$ cat config.mk
export PLATFORM = sky130hd
export DESIGN_NAME = ad7276_serial_rx
export DESIGN_NICKNAME = d
export VERILOG_FILES = /design/src/rtl/ad7276_serial_rx.sv
export SDC_FILE = /design/constraint.sdc
export NUM_CORES = 1
export LEC_CHECK = 0
export ABC_AREA = 1
export BUFFER_PORTS_ARGS = -buffer_cell sky130_fd_sc_hd__buf_4
export CORE_UTILIZATION = 62
export DETAILED_ROUTE_END_ITERATION = 8
export MAX_ROUTING_LAYER = met4
export PLACE_DENSITY = 0.87
export RECOVER_POWER = 100
export SYNTH_ARGS = -nofsm -noshare
export SYNTH_HDL_FRONTEND = slang
export SYNTH_SLANG_ARGS = --single-unit
$ cat constraint.sdc
create_clock -name clk_in -period 3 [get_ports clk_in]
set_input_delay 0.6 -clock clk_in [delete_from_list [all_inputs] [get_ports clk_in]]
set_output_delay 0.6 -clock clk_in [all_outputs]
set_load 0.005 [all_outputs]
$ cat src/rtl/ad7276_serial_rx.sv
// AD7276 serial capture: drives cs_n/sclk, shifts in 16 bits per conversion, emits 12-bit samples on AXI-Stream.
// Optional frame marking (m_axis_tlast + FRAME_LEN sample counter) is enabled by defining AD7276_TLAST_EN.
module ad7276_serial_rx #(
    parameter int DIV_WIDTH    = 4,
    parameter int QUIET_CYCLES = 4,
    parameter int FRAME_LEN    = 256
) (
    input  logic                 clk_in,
    input  logic                 rstn,
    input  logic                 en,
    input  logic [DIV_WIDTH-1:0] div_ctrl,
    input  logic                 sdata,
    output logic                 sclk,
    output logic                 cs_n,
    output logic [15:0]          m_axis_tdata,
    output logic                 m_axis_tvalid,
    input  logic                 m_axis_tready,
`ifdef AD7276_TLAST_EN
    output logic                 m_axis_tlast,
`endif
    output logic                 overrun
);

    localparam int              QW         = (QUIET_CYCLES > 1) ? $clog2(QUIET_CYCLES) : 1;
    localparam logic [QW-1:0]   QUIET_LAST = QW'(QUIET_CYCLES - 1);
    localparam logic [5:0]      LAST_EDGE  = 6'd32;

    typedef enum logic [1:0] {
        IDLE,
        CONV,
        QUIET
    } state_t;

    state_t               state_q;
    logic [DIV_WIDTH-1:0] div_q;
    logic [DIV_WIDTH-1:0] half_cnt_q;
    logic [5:0]           edge_cnt_q;
    logic [QW-1:0]        quiet_cnt_q;
    logic [15:0]          shift_q;
    logic                 sclk_q;
    logic                 cs_n_q;
    logic                 tvalid_q;
    logic [15:0]          tdata_q;
    logic                 overrun_q;

    logic                 conv_done;
    logic                 handshake;
    logic                 accept;
    logic [15:0]          result;
    logic                 unused_pad_bits;

    // The 32nd sclk edge has already been driven; this cycle closes the conversion.
    assign conv_done = (state_q == CONV) && (edge_cnt_q == LAST_EDGE);
    assign handshake = tvalid_q && m_axis_tready;
    assign accept    = conv_done && (!tvalid_q || m_axis_tready);

    // Two leading zeros and two trailing pad bits surround the 12-bit sample.
    assign result          = {4'h0, shift_q[13:2]};
    assign unused_pad_bits = ^{shift_q[15:14], shift_q[1:0]};

    // NOTE: sequential state is written with <= so every register sees pre-edge values.
    always_ff @(posedge clk_in or negedge rstn) begin
        if (!rstn) begin
            state_q     <= IDLE;
            cs_n_q      <= 1'b1;
            sclk_q      <= 1'b1;
            div_q       <= '0;
            half_cnt_q  <= '0;
            edge_cnt_q  <= '0;
            quiet_cnt_q <= '0;
            shift_q     <= '0;
        end else begin
            unique case (state_q)
                IDLE: begin
                    if (en) begin
                        state_q    <= CONV;
                        cs_n_q     <= 1'b0;
                        div_q      <= div_ctrl;
                        half_cnt_q <= '0;
                        edge_cnt_q <= '0;
                    end
                end
                CONV: begin
                    if (conv_done) begin
                        state_q     <= QUIET;
                        cs_n_q      <= 1'b1;
                        quiet_cnt_q <= '0;
                    end else if (half_cnt_q == div_q) begin
                        half_cnt_q <= '0;
                        sclk_q     <= !sclk_q;
                        edge_cnt_q <= edge_cnt_q + 6'd1;
                        // Capture on the cycle that drives sclk high; the ADC updated sdata on the prior fall.
                        if (!sclk_q) begin
                            shift_q <= {shift_q[14:0], sdata};
                        end
                    end else begin
                        half_cnt_q <= half_cnt_q + DIV_WIDTH'(1);
                    end
                end
                QUIET: begin
                    if (quiet_cnt_q == QUIET_LAST) begin
                        state_q <= IDLE;
                    end else begin
                        quiet_cnt_q <= quiet_cnt_q + QW'(1);
                    end
                end
                default: state_q <= IDLE;
            endcase
        end
    end

    // Output holding register: a result arriving while the old one is stuck is dropped.
    always_ff @(posedge clk_in or negedge rstn) begin
        if (!rstn) begin
            tvalid_q  <= 1'b0;
            tdata_q   <= '0;
            overrun_q <= 1'b0;
        end else begin
            overrun_q <= conv_done && !accept;
            if (accept) begin
                tvalid_q <= 1'b1;
                tdata_q  <= result;
            end else if (handshake) begin
                tvalid_q <= 1'b0;
            end
        end
    end

`ifdef AD7276_TLAST_EN
    localparam int            FW         = (FRAME_LEN > 1) ? $clog2(FRAME_LEN) : 1;
    localparam logic [FW-1:0] FRAME_LAST = FW'(FRAME_LEN - 1);

    logic [FW-1:0] frame_cnt_q;
    logic [FW-1:0] frame_cnt_d;
    logic          tlast_q;

    // Counts delivered samples only; the count including a same-cycle handshake tags the incoming sample.
    // NOTE: frame_cnt_d gets a default first so no path through the block infers a latch.
    always_comb begin
        frame_cnt_d = frame_cnt_q;
        if (handshake) begin
            frame_cnt_d = tlast_q ? '0 : frame_cnt_q + FW'(1);
        end
    end

    always_ff @(posedge clk_in or negedge rstn) begin
        if (!rstn) begin
            frame_cnt_q <= '0;
            tlast_q     <= 1'b0;
        end else begin
            frame_cnt_q <= frame_cnt_d;
            if (accept) begin
                tlast_q <= (frame_cnt_d == FRAME_LAST);
            end else if (handshake) begin
                tlast_q <= 1'b0;
            end
        end
    end

    assign m_axis_tlast = tlast_q;
`else
    localparam int unused_frame_len = FRAME_LEN;
`endif

    assign sclk          = sclk_q;
    assign cs_n          = cs_n_q;
    assign m_axis_tdata  = tdata_q;
    assign m_axis_tvalid = tvalid_q;
    assign overrun       = overrun_q;

endmodule

==> impl_metrics.tcl <==
set metrics [dict create \
    status "finished clean" \
    p_int_w 0.000927 \
    wire_per_inst_um 13.0 \
    fin_crit_ns 2.07 \
    synth_largest_area_cell "dfrtp_1" \
    antenna_found_initial 0 \
    dp_hpwl_mm 3.14 \
    p_leak_nw 1.49 \
    crit_path_start_kind "flip-flop" \
    synth_most_common_cell "nand2_1" \
    p_sw_share_pct 20.1 \
    synth.cell_area_sq_um 2400 \
    powerDensity_nw_per_um2 441 \
    tns_ns 0 \
    hold_depth 2 \
    synth-edff-count 0 \
    final_cells 345 \
    arrival_ns 2.32 \
    power_w 0.00116 \
    reg2reg_from "edge_cnt_q[0]" \
    setup_viol 0 \
    core_area_sq_um 3690 \
    synth_warnings 0 \
    gp_congestion 0.802 \
    drt_first_iter_violations 81 \
    pwr-share-comb_pct 1.8 \
    cts_setup_buffers 0 \
    crit_fanout 19 \
    clk_pin_slew_ns 0.09 \
    register_area_sq_um 1200 \
    yosys.area.top_type_share_pct 47.9 \
    grt_max_degree 49 \
    hold_path.class "flip-flop to flip-flop" \
    vias_per_cell 5.36 \
    ctsHoldBuffers 0 \
    groute.usage.overall_pct 26.1 \
    synth.avg_cell_area_sq_um 8.76 \
    ys_types 26 \
    io_pins 29 \
    cts_htree_levels 2 \
    finalHoldViolations 0 \
    design_area_sq_um 2630 \
    die_h_um 64.2 \
    synthFlopType "dfrtp_1" \
    start_util_pct 65.1 \
    cts-root-buf "clkbuf_8" \
    nets 309 \
    clock-sinks 48 \
    dr.pass1.iters 4 \
    max_slew_margin_pct 23.9 \
    layout-drive-gt1-share_pct 19.9 \
    postSynthCellCount 274 \
    netlist_top_cells_area "dfrtp_1 (48%), nand2_1 (15%), nand4_1 (5.0%)" \
    worstMarginPinSlew_ns 1.14 \
    wl_mm 4.49 \
    power_frac_seq_pct 55.9 \
    finalClockSkew_ns 0.00716 \
    worstSetupPathType "flip-flop to flip-flop" \
    power_switching_w 0.000233 \
    grt_pass1_wl_mm 7.94 \
    multiInputGateArea_sq_um 975 \
    end_kind "flip-flop" \
    grt_pass1_vias 1792 \
    vias 1848 \
    synth_seq_cells 48 \
    async_flop_share_pct 100 \
    ir_drop_uv 482 \
    diodes 0 \
    post-route-period-util_pct 69.0 \
    ys_top_cells_by_count "nand2_1 (98), dfrtp_1 (46), nand4_1 (19)" \
    rsz0062_at_grt "no" \
    overflow 0 \
    syn2layout_area_growth_pct 9.59 \
    cts_made_buffers 5 \
    worst_skew_pair.late_latency_ns 0.31 \
    drv_slew 0 \
    clock.fmax_ghz 0.483 \
    dieWidth_um 64.2 \
    dpl_cell_area_sq_um 2540 \
    fill_cells 295 \
    port_buffers 24 \
    crit_required_ns 3.25 \
    floorplan.die_area_sq_um 4130 \
    cts_tree "done" \
    worst_slack_ns 0.929 \
    dpl.cell_count 337 \
    hp-start "cs_n" \
    drc_errors 0 \
    clockBufferDepth 2 \
    r2r_cells 8 \
    cts_resized 0 \
    maxCapViolCount 0 \
    yosysSeqAreaShare_pct 50.1 \
    num_rows 22 \
    pre_cts_slack_ns 1.08 \
    power_frac_clock_pct 42.3 \
    final_antenna_net_count 0 \
    crit_path_start "edge_cnt_q[0]" \
]
[sequential cells by signal (all words and copies together), names as in the netlist]
name / flops
cs_n: 1
div_q: 4
edge_cnt_q: 6
half_cnt_q: 4
m_axis_tdata: 12
m_axis_tvalid: 1
overrun: 1
quiet_cnt_q: 2
sclk: 1
shift_q: 14
state_q: 2
[worst paths after layout]
| kind | slack (ns) | end |
|---|---|---|
| min | 0.47 | cs_n |
| min reg2reg | 0.47 | cs_n |
| max reg2reg | 0.93 | m_axis_tdata[8] |
| max | 0.93 | m_axis_tdata[8] |
| max in group asynchronous | 1.81 | edge_cnt_q[0] |
| min in group asynchronous | 0.51 | overrun |
[stage by stage]
stage / hold slack (ns) / util [%]
3_5_place_dp: 0.459 / 68.9
3_3_place_gp: 0.457 / 68.9
6_report: 0.472 / 71.3
2_1_floorplan: 0.304 / -
5_1_grt: 0.499 / 71.3
4_1_cts: 0.306 / 72.2
[kinds of logic after synthesis]
kind of cell    after synthesis  share of synthesized area [%]
compound gates               20                           4.17
xor+xnor                      4                           1.46
fa+ha+maj                     4                           2.08
buf+inv                      37                           8.49
flops                        48                           50.1
other cells                   1                          0.156
simple gates                160                           33.5
[placed cells by master (no fill, tap or decap), drive strengths merged]
| master | instances |
|---|---|
| inv | 25 |
| clkinv | 1 |
| buf | 8 |
| o21ai | 19 |
| xor2 | 4 |
| nor2 | 12 |
| nand2 | 114 |
| conb | 4 |
| nand4 | 20 |
| clkbuf | 22 |
| nand3 | 13 |
| dfstp | 2 |
| ha | 4 |
| a21oi | 1 |
| dfrtp | 46 |
| nand3b | 1 |
| bufinv | 1 |
[critical path, cell delays in order, from the launching register on]
cell and delay, ns:
dfrtp_1 0.43, inv_1 0.07, ha_1 0.14, nand3_1 0.09, nor2_1 0.24, nand2_1 0.45, nor2_4 0.40, nand2_1 0.11
nand2_1 0.08
[power by group through the flow]
stage / clock, W / combinational, W / sequential [W]
after floorplan: 0 / 0.00000586 / 0.000661
after global placement: 0 / 0.0000225 / 0.000661
after detailed placement: 0 / 0.0000227 / 0.000661
after CTS: 0.000497 / 0.0000225 / 0.000649
after global routing: 0.000527 / 0.0000247 / 0.000649
final: 0.000490 / 0.0000211 / 0.000649
[metal layers]
| metal | GRT usage (%) | part of all wire [%] |
|---|---|---|
| met1 | 32.9 | 45 |
| met2 | 41.0 | 49 |
| met3 | 6.43 | 4.0 |
| met4 | 9.72 | 1.8 |
| met5 | - | 0 |
[area by class of cell]
type                       instances  share of cell area [%]
sequential                        48                    45.7
inverter                          25                    3.57
tap                               48                    2.28
clock inverter                     2                    1.47
clock buffer                       6                    3.14
timing repair buffer              24                    6.75
multi-input combinational        192                    37.0
Note: power is estimated with default switching activity, not from simulation.
